==> config.mk <==
export PLATFORM = sky130hd
export DESIGN_NAME = reg_move_seq_flat
export DESIGN_NICKNAME = d
export VERILOG_FILES = /design/src/rtl/reg_move_seq_if.sv /design/src/rtl/reg_move_seq.sv /design/src/flat_wrapper.sv
export SDC_FILE = /design/constraint.sdc
export NUM_CORES = 1
export LEC_CHECK = 0
export CORE_MARGIN = 2
export CORE_UTILIZATION = 49
export DETAILED_ROUTE_END_ITERATION = 8
export PLACE_DENSITY = 0.79
export RECOVER_POWER = 50
export SYNTH_ARGS = -nofsm -noshare
export SYNTH_HDL_FRONTEND = slang
export SYNTH_SLANG_ARGS = --single-unit
==> constraint.sdc <==
create_clock -name clk -period 1.79 [get_ports clk]
set_input_delay 0.358 -clock clk [delete_from_list [all_inputs] [get_ports clk]]
set_output_delay 0.358 -clock clk [all_outputs]
set_load 0.01 [all_outputs]
==> src/rtl/reg_move_seq_if.sv <==
// Command/response/box bus for reg_move_seq. The slave modport is the sequencer;
// the master side is the host issuing commands and supplying box read data.
interface reg_move_seq_if;
  logic       cmd_valid;
  logic       cmd_ready;
  logic [1:0] cmd_op;
  logic [1:0] cmd_a;
  logic [1:0] cmd_b;
  logic [7:0] cmd_data;
  logic       rsp_valid;
  logic [7:0] rsp_data;
  logic       busy;
  logic       box_save;
  logic       box_load;
  logic [1:0] box_addr;
  logic [7:0] box_in;
  logic [7:0] box_out;

  modport slave (
    input  cmd_valid, cmd_op, cmd_a, cmd_b, cmd_data, box_out,
    output cmd_ready, rsp_valid, rsp_data, busy,
           box_save, box_load, box_addr, box_in
  );

  modport master (
    output cmd_valid, cmd_op, cmd_a, cmd_b, cmd_data, box_out,
    input  cmd_ready, rsp_valid, rsp_data, busy,
           box_save, box_load, box_addr, box_in
  );
endinterface

==> src/rtl/reg_move_seq.sv <==
// Sequencer for WRITE/READ/COPY/SWAP on an external 4x8 register box.
// Optional macro REG_MOVE_SEQ_SELF_SKIP_EN: COPY/SWAP with a==b completes in IDLE.
module reg_move_seq (
  input  logic           clk,
  input  logic           reset,
  reg_move_seq_if.slave  bus
);

  typedef enum logic [2:0] {IDLE, WR, LD_A, LD_B, ST_A, ST_B, RD} state_t;
  typedef enum logic [1:0] {OP_WRITE = 2'b00, OP_READ = 2'b01,
                            OP_COPY  = 2'b10, OP_SWAP = 2'b11} op_t;

  state_t     state;
  op_t        op_q;
  logic [1:0] a_q;
  logic [1:0] b_q;
  logic [7:0] data_q;
  logic [7:0] tmp0;
  logic [7:0] tmp1;
  logic       self_skip;

`ifdef REG_MOVE_SEQ_SELF_SKIP_EN
  assign self_skip = (bus.cmd_a == bus.cmd_b);
`else
  assign self_skip = 1'b0;
`endif

  assign bus.cmd_ready = (state == IDLE);
  assign bus.busy      = (state != IDLE);

  // Store data is selected from registered operands only, so it is stable
  // for the whole store cycle and zero whenever no store is in progress.
  always_comb begin
    bus.box_in = 8'h00;
    case (state)
      WR:      bus.box_in = data_q;
      ST_A:    bus.box_in = tmp1;
      ST_B:    bus.box_in = tmp0;
      default: bus.box_in = 8'h00;
    endcase
  end

  always_ff @(posedge clk or posedge reset) begin
    if (reset) begin
      state         <= IDLE;
      op_q          <= OP_WRITE;
      a_q           <= 2'b00;
      b_q           <= 2'b00;
      data_q        <= 8'h00;
      tmp0          <= 8'h00;
      tmp1          <= 8'h00;
      bus.box_save  <= 1'b0;
      bus.box_load  <= 1'b0;
      bus.box_addr  <= 2'b00;
      bus.rsp_valid <= 1'b0;
      bus.rsp_data  <= 8'h00;
    end else begin
      // NOTE: non-blocking defaults here make every strobe a one-cycle pulse
      // unless the branch taken below re-asserts it for the next state.
      bus.box_save  <= 1'b0;
      bus.box_load  <= 1'b0;
      bus.box_addr  <= 2'b00;
      bus.rsp_valid <= 1'b0;

      case (state)
        IDLE: begin
          if (bus.cmd_valid) begin
            op_q   <= op_t'(bus.cmd_op);
            a_q    <= bus.cmd_a;
            b_q    <= bus.cmd_b;
            data_q <= bus.cmd_data;
            case (op_t'(bus.cmd_op))
              OP_WRITE: begin
                state        <= WR;
                bus.box_save <= 1'b1;
                bus.box_addr <= bus.cmd_a;
              end
              OP_READ: begin
                state        <= RD;
                bus.box_load <= 1'b1;
                bus.box_addr <= bus.cmd_a;
              end
              default: begin
                if (!self_skip) begin
                  state        <= LD_A;
                  bus.box_load <= 1'b1;
                  bus.box_addr <= bus.cmd_a;
                end
              end
            endcase
          end
        end

        WR: state <= IDLE;

        RD: begin
          bus.rsp_data  <= bus.box_out;
          bus.rsp_valid <= 1'b1;
          state         <= IDLE;
        end

        LD_A: begin
          tmp0         <= bus.box_out;
          bus.box_addr <= b_q;
          if (op_q == OP_COPY) begin
            state        <= ST_B;
            bus.box_save <= 1'b1;
          end else begin
            state        <= LD_B;
            bus.box_load <= 1'b1;
          end
        end

        LD_B: begin
          tmp1         <= bus.box_out;
          state        <= ST_A;
          bus.box_save <= 1'b1;
          bus.box_addr <= a_q;
        end

        ST_A: begin
          state        <= ST_B;
          bus.box_save <= 1'b1;
          bus.box_addr <= b_q;
        end

        ST_B:    state <= IDLE;
        default: state <= IDLE;
      endcase
    end
  end

endmodule

==> src/flat_wrapper.sv <==
// flat-port wrapper written by rule: the top's interface ports become plain ports
module reg_move_seq_flat 
  (clk, reset, bus_cmd_valid, bus_cmd_op, bus_cmd_a, bus_cmd_b, bus_cmd_data, bus_box_out, bus_cmd_ready, bus_rsp_valid, bus_rsp_data, bus_busy, bus_box_save, bus_box_load, bus_box_addr, bus_box_in);
  reg_move_seq_if bus_i ();
  input  logic clk;
  input  logic reset;
  input wire logic [$bits(bus_i.cmd_valid)-1:0] bus_cmd_valid;
  input wire logic [$bits(bus_i.cmd_op)-1:0] bus_cmd_op;
  input wire logic [$bits(bus_i.cmd_a)-1:0] bus_cmd_a;
  input wire logic [$bits(bus_i.cmd_b)-1:0] bus_cmd_b;
  input wire logic [$bits(bus_i.cmd_data)-1:0] bus_cmd_data;
  input wire logic [$bits(bus_i.box_out)-1:0] bus_box_out;
  output wire logic [$bits(bus_i.cmd_ready)-1:0] bus_cmd_ready;
  output wire logic [$bits(bus_i.rsp_valid)-1:0] bus_rsp_valid;
  output wire logic [$bits(bus_i.rsp_data)-1:0] bus_rsp_data;
  output wire logic [$bits(bus_i.busy)-1:0] bus_busy;
  output wire logic [$bits(bus_i.box_save)-1:0] bus_box_save;
  output wire logic [$bits(bus_i.box_load)-1:0] bus_box_load;
  output wire logic [$bits(bus_i.box_addr)-1:0] bus_box_addr;
  output wire logic [$bits(bus_i.box_in)-1:0] bus_box_in;
  assign bus_i.cmd_valid = bus_cmd_valid;
  assign bus_i.cmd_op = bus_cmd_op;
  assign bus_i.cmd_a = bus_cmd_a;
  assign bus_i.cmd_b = bus_cmd_b;
  assign bus_i.cmd_data = bus_cmd_data;
  assign bus_i.box_out = bus_box_out;
  assign bus_cmd_ready = bus_i.cmd_ready;
  assign bus_rsp_valid = bus_i.rsp_valid;
  assign bus_rsp_data = bus_i.rsp_data;
  assign bus_busy = bus_i.busy;
  assign bus_box_save = bus_i.box_save;
  assign bus_box_load = bus_i.box_load;
  assign bus_box_addr = bus_i.box_addr;
  assign bus_box_in = bus_i.box_in;
  reg_move_seq u_core (.clk(clk), .reset(reset), .bus(bus_i));
endmodule
* Word-level counts from Yosys, hierarchy flattened
Cells that the tools add are included.
W data, S select, Z words.
** Cells by class
- Reductions and logical operators :: 6
- Equality and inequality tests :: 9
- Muxes and demuxes :: 16
** Operators by type and width (number)
- $pmux W8 S3 :: 1
- $pmux W3 S4 :: 1
- $eq A3 B3 Y1 const B :: 3
- $mux W1 :: 7
- $eq A3 B2 Y1 const B :: 2
- $mux W3 :: 2
- $pmux W2 S3 :: 1
- $pmux W3 S2 :: 1
- $reduce_or A2 Y1 :: 2
- $eq A3 B1 Y1 const B :: 1
- $logic_not A3 Y1 :: 1
- $pmux W1 S3 :: 1
- $reduce_bool A3 Y1 :: 1
- $eq A2 B1 Y1 const B :: 1
- $eq A2 B2 Y1 const B :: 1
- $logic_not A2 Y1 :: 1
- $mux W2 :: 1
- $ne A2 B2 Y1 const B :: 1
- $pmux W1 S2 :: 1
- $reduce_and A2 Y1 :: 1
** Word-level totals
- Output and inout bits :: 23
- Register bits :: 46

* Longest topological paths before layout
Gate-level depths: netlist (run 1).
- Depth after elaboration :: 4
- Depth in mapped cells :: 5
- Mapped depth without buffers :: 3

* Least setup slack after synthesis (run 1)
OpenSTA, ideal clock, no wires.
- Kind :: register to register
- Start point :: register u_core.state[2]
- End point :: register u_core.data_q[0]
- Clock period less this slack :: 1587 ps
- Required time :: 1665 ps
- Path buffers :: 2
- Stages on the path, launching flop included :: 5
- Slack :: 203 ps
- Data arrival time :: 1462 ps
- Cell sequence :: dfrtp_1 > buf_6 > nor4b_4 > buf_6 > mux2_4
** Between the ends
- Longest elaborated chain between the ends :: 2
** Ends and longest elaborated chain
- start, declared :: line reg_move_seq.sv:13 : state_t state;
- start signal, assigned :: line reg_move_seq.sv:45 : state <= IDLE;
- start signal, assigned :: line reg_move_seq.sv:74 : state <= WR;
- start signal, assigned :: line reg_move_seq.sv:79 : state <= RD;
- $logic_not A3 Y1 :: line reg_move_seq.sv:65 : case (state)
- $reduce_and A2 Y1 (no source line)
- end signal, assigned :: line reg_move_seq.sv:71 : data_q <= bus.cmd_data;
- end, declared :: line reg_move_seq.sv:17 : logic [7:0] data_q;
Every way passes these cells.
A chain may end at the register's enable or synchronous reset.

* Final worst setup path (run 1)
- Start point :: register u_core.state[0]
- End point :: output bus_box_in[4]
** Between the ends
- Longest elaborated chain between the ends :: 2
** Ends and longest elaborated chain
- $eq A3 B3 Y1 / $eq A3 B1 Y1 (equally long branches) :: line reg_move_seq.sv:35 : case (state)
- $pmux W8 S3 * :: line reg_move_seq.sv:35
- end, declared :: line flat_wrapper.sv:20 : output wire logic [$bits(bus_i.box_in)-1:0] bus_box_in;
Every way passes the cells marked *; elsewhere a longest branch is shown, timed or not.

==> metrics list, run 1 <==
* Outcome: finished, violations left
- Failing checks: setup timing
- The clock passes through at most 2 buffers.
* Fraction of power spent switching nets: 33.78%
* Internal power: 0.003411 W
- Pin count of the biggest net entering global routing: 24
- Final worst-path cycle share: 104.1%
- Number of buffers added to fix hold violations after cts: 0
* Placed wire-length estimate: 3240 µm
- The total overflow left after global routing is 0.
- Setup violations remaining at the end of the flow were counted as 7.
* Post-Syn Instances: 150
* N_diodes: 0
- In this run, the number of DRC markers left after iteration 0 of detailed routing was 53.
- Summed over all nets, wire length on met3 after detailed routing comes to 173 µm.
* Final setup skew: 0.01107 ns
- When the netlist entered floorplanning its net count stood at 175.
- Sort of element at the start of the critical path: flip-flop
- The floorplan step defined a core boundary enclosing 0.004000 mm².
- The area growth from synthesis to layout is 36.73%.
- Standard-cell row count: 23
- The most used flip-flop cell after synthesis is sky130_fd_sc_hd__dfrtp_1.
* Timing-limited maximum frequency: 536.9 MHz
* Routed wl met2: 2572 µm
- Counting distinct cell types in the post-synthesis netlist gives 24.
- Number of clock buffers inserted by TritonCTS: 5
- Routability-driven placement finished with a final weighted congestion of 0.8177.
- Setup_tns: -0.4298 ns
- Die Wd: 68.54 µm
* Fraction of power consumed by sequential logic: 36.4%
- Post-layout worst setup margin: -0.07266 ns
- Switching power: 0.001740 W
- Vertical die dimension: 68.54 µm
- Setup repair after global routing could not meet its margin everywhere.
- Ratio of cells with drive above 1 in the final layout: 42.59%
- Yosys printed 0 warnings.
- Buffers placed on the I/O ports in this run total 47.
* Worst rel slew slack: 61.78%
- Class of the tightest hold or removal check: flip-flop to flip-flop
* Post-route cell area: 0.002790 mm²
* Fill cells: 267
* Critical path origin: u_core.state[0]
* Final hold violation count: 0
- Placement-stage cell area: 0.002663 mm²
- WL per Instance: 17.99 µm
- The clock network is responsible for 12.6% of the overall power.
- Counting flops with a built-in enable in the synthesized netlist gives 0.
- Async SR Flop Fraction: 100.0%
- All-layer global routing usage: 23.48%
* Remaining DRCs: 0
- CTS tree: built
- Fraction of power consumed by combinational cells: 51.0%
- Vias after detailed routing: 1416
- Per-cell via count in the routed design: 5.323
- The worst register-to-register path begins at u_core.state[2].
- Mean instance size in the synthesized netlist: 13.60 µm²
- Critical path peak fanout: 8
- Max-slew violations: 0
* Number of routed nets with antenna violations: 0
- The highest layer touched by signal routing is met4.
- Layout net count: 240
* Leakage: 1.245 nW
- Counting I/O delays and the setup requirement, the final critical path takes 1.863 ns.
* Clock latency reported for the late side of the worst-skew pair: 0.30 ns
- The die covers 0.004697 mm².
* Root buffer selected by CTS: sky130_fd_sc_hd__clkbuf_8
- Number of max-cap violations: 0
- After synthesis the netlist holds a flip-flop and latch count of 46.
- The final layout contains routed wiring with a total length of 4785 µm.
- Area of the mapped netlist: 0.002041 mm²
- Clock-pin slew of the registers on the worst-case setup and hold paths: 0.08 ns
- Vias in the first global route: 1569
- STA puts the critical path data required time at 1.43 ns.
* Critical hold path startpoint: u_core.bus.rsp_data[0]
- Across the VDD grid, the largest voltage drop is 0.001049 V.
- The initial antenna violation count is 0.
- Clk sink count: 46
- Clock H-tree levels: 2
- Sequential cells were found to cover 56.41% of the synthesized design area.
* Kind of critical path: flip-flop to output port
* Global-route wire length before repair: 7741 µm
- Effective utilization at floorplan: 51.02%
- 48 I/O pins were placed.
- Before antenna repair, the detailed router went through 4 iterations.
* Worst-Margin Slew: 0.5733 ns
* Data arrival time of the critical path: 1.50 ns
- The detailed router put a total of 1948 µm of wire on met1.
* Power per standard cell area: 1846 mW/mm²
- Category of the worst setup path capture point: output port
## logic make-up (layout without fill, tap and decap cells)
| group | Yosys count | after routing | share of synthesized area (%) |
|---|---|---|---|
| muxes | 44 | 44 | 25.20 |
| xor gates and xnor gates | 1 | 1 | 0.4293 |
| buffers and inverters | 15 | 81 | 4.170 |
| and+or+nand+nor | 23 | 23 | 7.113 |
| AOI/OAI and AO/OA | 21 | 21 | 6.682 |
| DFF | 46 | 46 | 56.41 |
## final timing paths
path	cells after the start	slack, ns	endpoint
worst min-delay path	1	0.51	u_core.bus.rsp_data[0]
worst max-delay path	5	-0.07	bus_box_in[4]
max in group asynchronous	3	0.75	u_core.state[0]
worst min register to register	1	0.51	u_core.bus.rsp_data[0]
min in group asynchronous	3	0.65	u_core.tmp0[4]
worst max register to register	4	0.03	u_core.bus.rsp_data[2]
## placed cells by master (no fill, tap or decap), types with 2 or more instances in the layout
master and n:
sky130_fd_sc_hd__mux2_2 31, sky130_fd_sc_hd__nor2_1 8, sky130_fd_sc_hd__dfrtp_1 46, sky130_fd_sc_hd__a211oi_1 2
sky130_fd_sc_hd__buf_4 12, sky130_fd_sc_hd__a22oi_2 7, sky130_fd_sc_hd__clkbuf_8 6, sky130_fd_sc_hd__inv_1 6
sky130_fd_sc_hd__nand3b_1 4, sky130_fd_sc_hd__mux2_4 13, sky130_fd_sc_hd__a21oi_1 3, sky130_fd_sc_hd__clkbuf_2 2
sky130_fd_sc_hd__buf_2 9, sky130_fd_sc_hd__nor2b_1 3, sky130_fd_sc_hd__clkdlybuf4s50_1 36, sky130_fd_sc_hd__nand2_1 3
sky130_fd_sc_hd__buf_6 4, sky130_fd_sc_hd__o211ai_1 2, sky130_fd_sc_hd__clkbuf_1 2, sky130_fd_sc_hd__o21ai_0 6
## synth_stat cells (2+ instances only)
| cell type | number | area (µm²) |
|---|---|---|
| sky130_fd_sc_hd__a22oi_1 | 7 | 52.55 |
| sky130_fd_sc_hd__nand3b_1 | 4 | 30.03 |
| sky130_fd_sc_hd__mux2_4 | 5 | 75.07 |
| sky130_fd_sc_hd__nor2b_1 | 3 | 18.77 |
| sky130_fd_sc_hd__nor2_1 | 8 | 30.03 |
| sky130_fd_sc_hd__nand2_1 | 3 | 11.26 |
| sky130_fd_sc_hd__buf_2 | 2 | 10.01 |
| sky130_fd_sc_hd__a21oi_1 | 3 | 15.01 |
| sky130_fd_sc_hd__dfrtp_1 | 46 | 1151 |
| sky130_fd_sc_hd__buf_6 | 3 | 33.78 |
| sky130_fd_sc_hd__o211ai_1 | 2 | 15.01 |
| sky130_fd_sc_hd__o21ai_0 | 6 | 30.03 |
| sky130_fd_sc_hd__inv_1 | 7 | 26.28 |
| sky130_fd_sc_hd__clkbuf_1 | 2 | 7.510 |
| sky130_fd_sc_hd__a211oi_1 | 2 | 15.01 |
| sky130_fd_sc_hd__mux2_2 | 39 | 439.2 |
## critical path, cell delays in order (launching register included)
cell	delay, ns
sky130_fd_sc_hd__dfrtp_1	0.43
sky130_fd_sc_hd__buf_12	0.17
sky130_fd_sc_hd__mux2_4	0.30
sky130_fd_sc_hd__a22oi_2	0.13
sky130_fd_sc_hd__nor2_1	0.05
sky130_fd_sc_hd__buf_2	0.13
## per-stage QoR
step	setup WS (ns)	hold slack [ns]	cells	total power [W]	utilization [%]
after floorplan	0.2030	0.4727	150	0.003258	-
after detailed placement	-0.1232	0.4904	257	0.004354	66.56
final	-0.07266	0.5092	266	0.005150	69.75
after CTS	-0.09061	0.4237	265	0.005093	69.35
after global routing	-0.1279	0.5198	266	0.005456	69.75
after global placement	-0.08999	0.4847	257	0.004234	66.56
## power by group through the flow
stage	clock (W)	sequential, W	combinational, W
3_5_place_dp	0	0.00185	0.00251
2_1_floorplan	0	0.00181	0.00145
5_1_grt	0.000694	0.00193	0.00283
3_3_place_gp	0	0.00181	0.00242
6_report	0.000647	0.00188	0.00263
4_1_cts	0.000662	0.00186	0.00257
## area by class of cell
cell class | count | area [µm²] | share of cell area [%]
Clock buffer | 7 | 86.33 | 3.094
Multi-Input combinational cell | 89 | 874.6 | 31.35
Clock inverter | 1 | 5.005 | 0.1794
Timing Repair Buffer | 66 | 584.3 | 20.94
Tap cell | 50 | 62.56 | 2.242
Inverter | 7 | 26.28 | 0.9417
Sequential cell | 46 | 1151 | 41.26
## timing repair
item,4_1_cts,5_1_grt
pin swaps,7,10
setup endpoints to repair,10,12
endpoints found under the hold margin,0,0
gates resized for setup,56,5
setup buffers,0,1
gates cloned,0,0
## state kept, by name (all words and copies together) (netlist names)
| register | count |
|---|---|
| u_core.bus.rsp_data | 8 |
| u_core.data_q | 8 |
| u_core.tmp0 | 8 |
| u_core.tmp1 | 8 |
| u_core.state | 3 |
| u_core.a_q | 2 |
| u_core.b_q | 2 |
| u_core.bus.box_addr | 2 |
| u_core.op_q | 2 |
| u_core.bus.box_load | 1 |
| u_core.bus.box_save | 1 |
| u_core.bus.rsp_valid | 1 |
## routing by layer
| layer | track usage [%] | up-vias |
|---|---|---|
| li1 | - | 657 |
| met1 | 28.43 | 717 |
| met2 | 39.78 | 35 |
| met3 | 4.545 | 7 |
| met4 | 12.00 | 0 |
| met5 | 0 | - |
Note: power is estimated with default switching activity, not from simulation.
==> run 2, diff against run 1 <==
--- a/config.mk
+++ b/config.mk
@@ -10,6 +10,7 @@
 export DETAILED_ROUTE_END_ITERATION = 8
 export PLACE_DENSITY = 0.79
 export RECOVER_POWER = 50
+export SLEW_MARGIN = 15
 export SYNTH_ARGS = -nofsm -noshare
 export SYNTH_HDL_FRONTEND = slang
 export SYNTH_SLANG_ARGS = --single-unit
==> results of run 2 <==
Same layout as run 1: the final DEF is identical, and so are final timing and power.
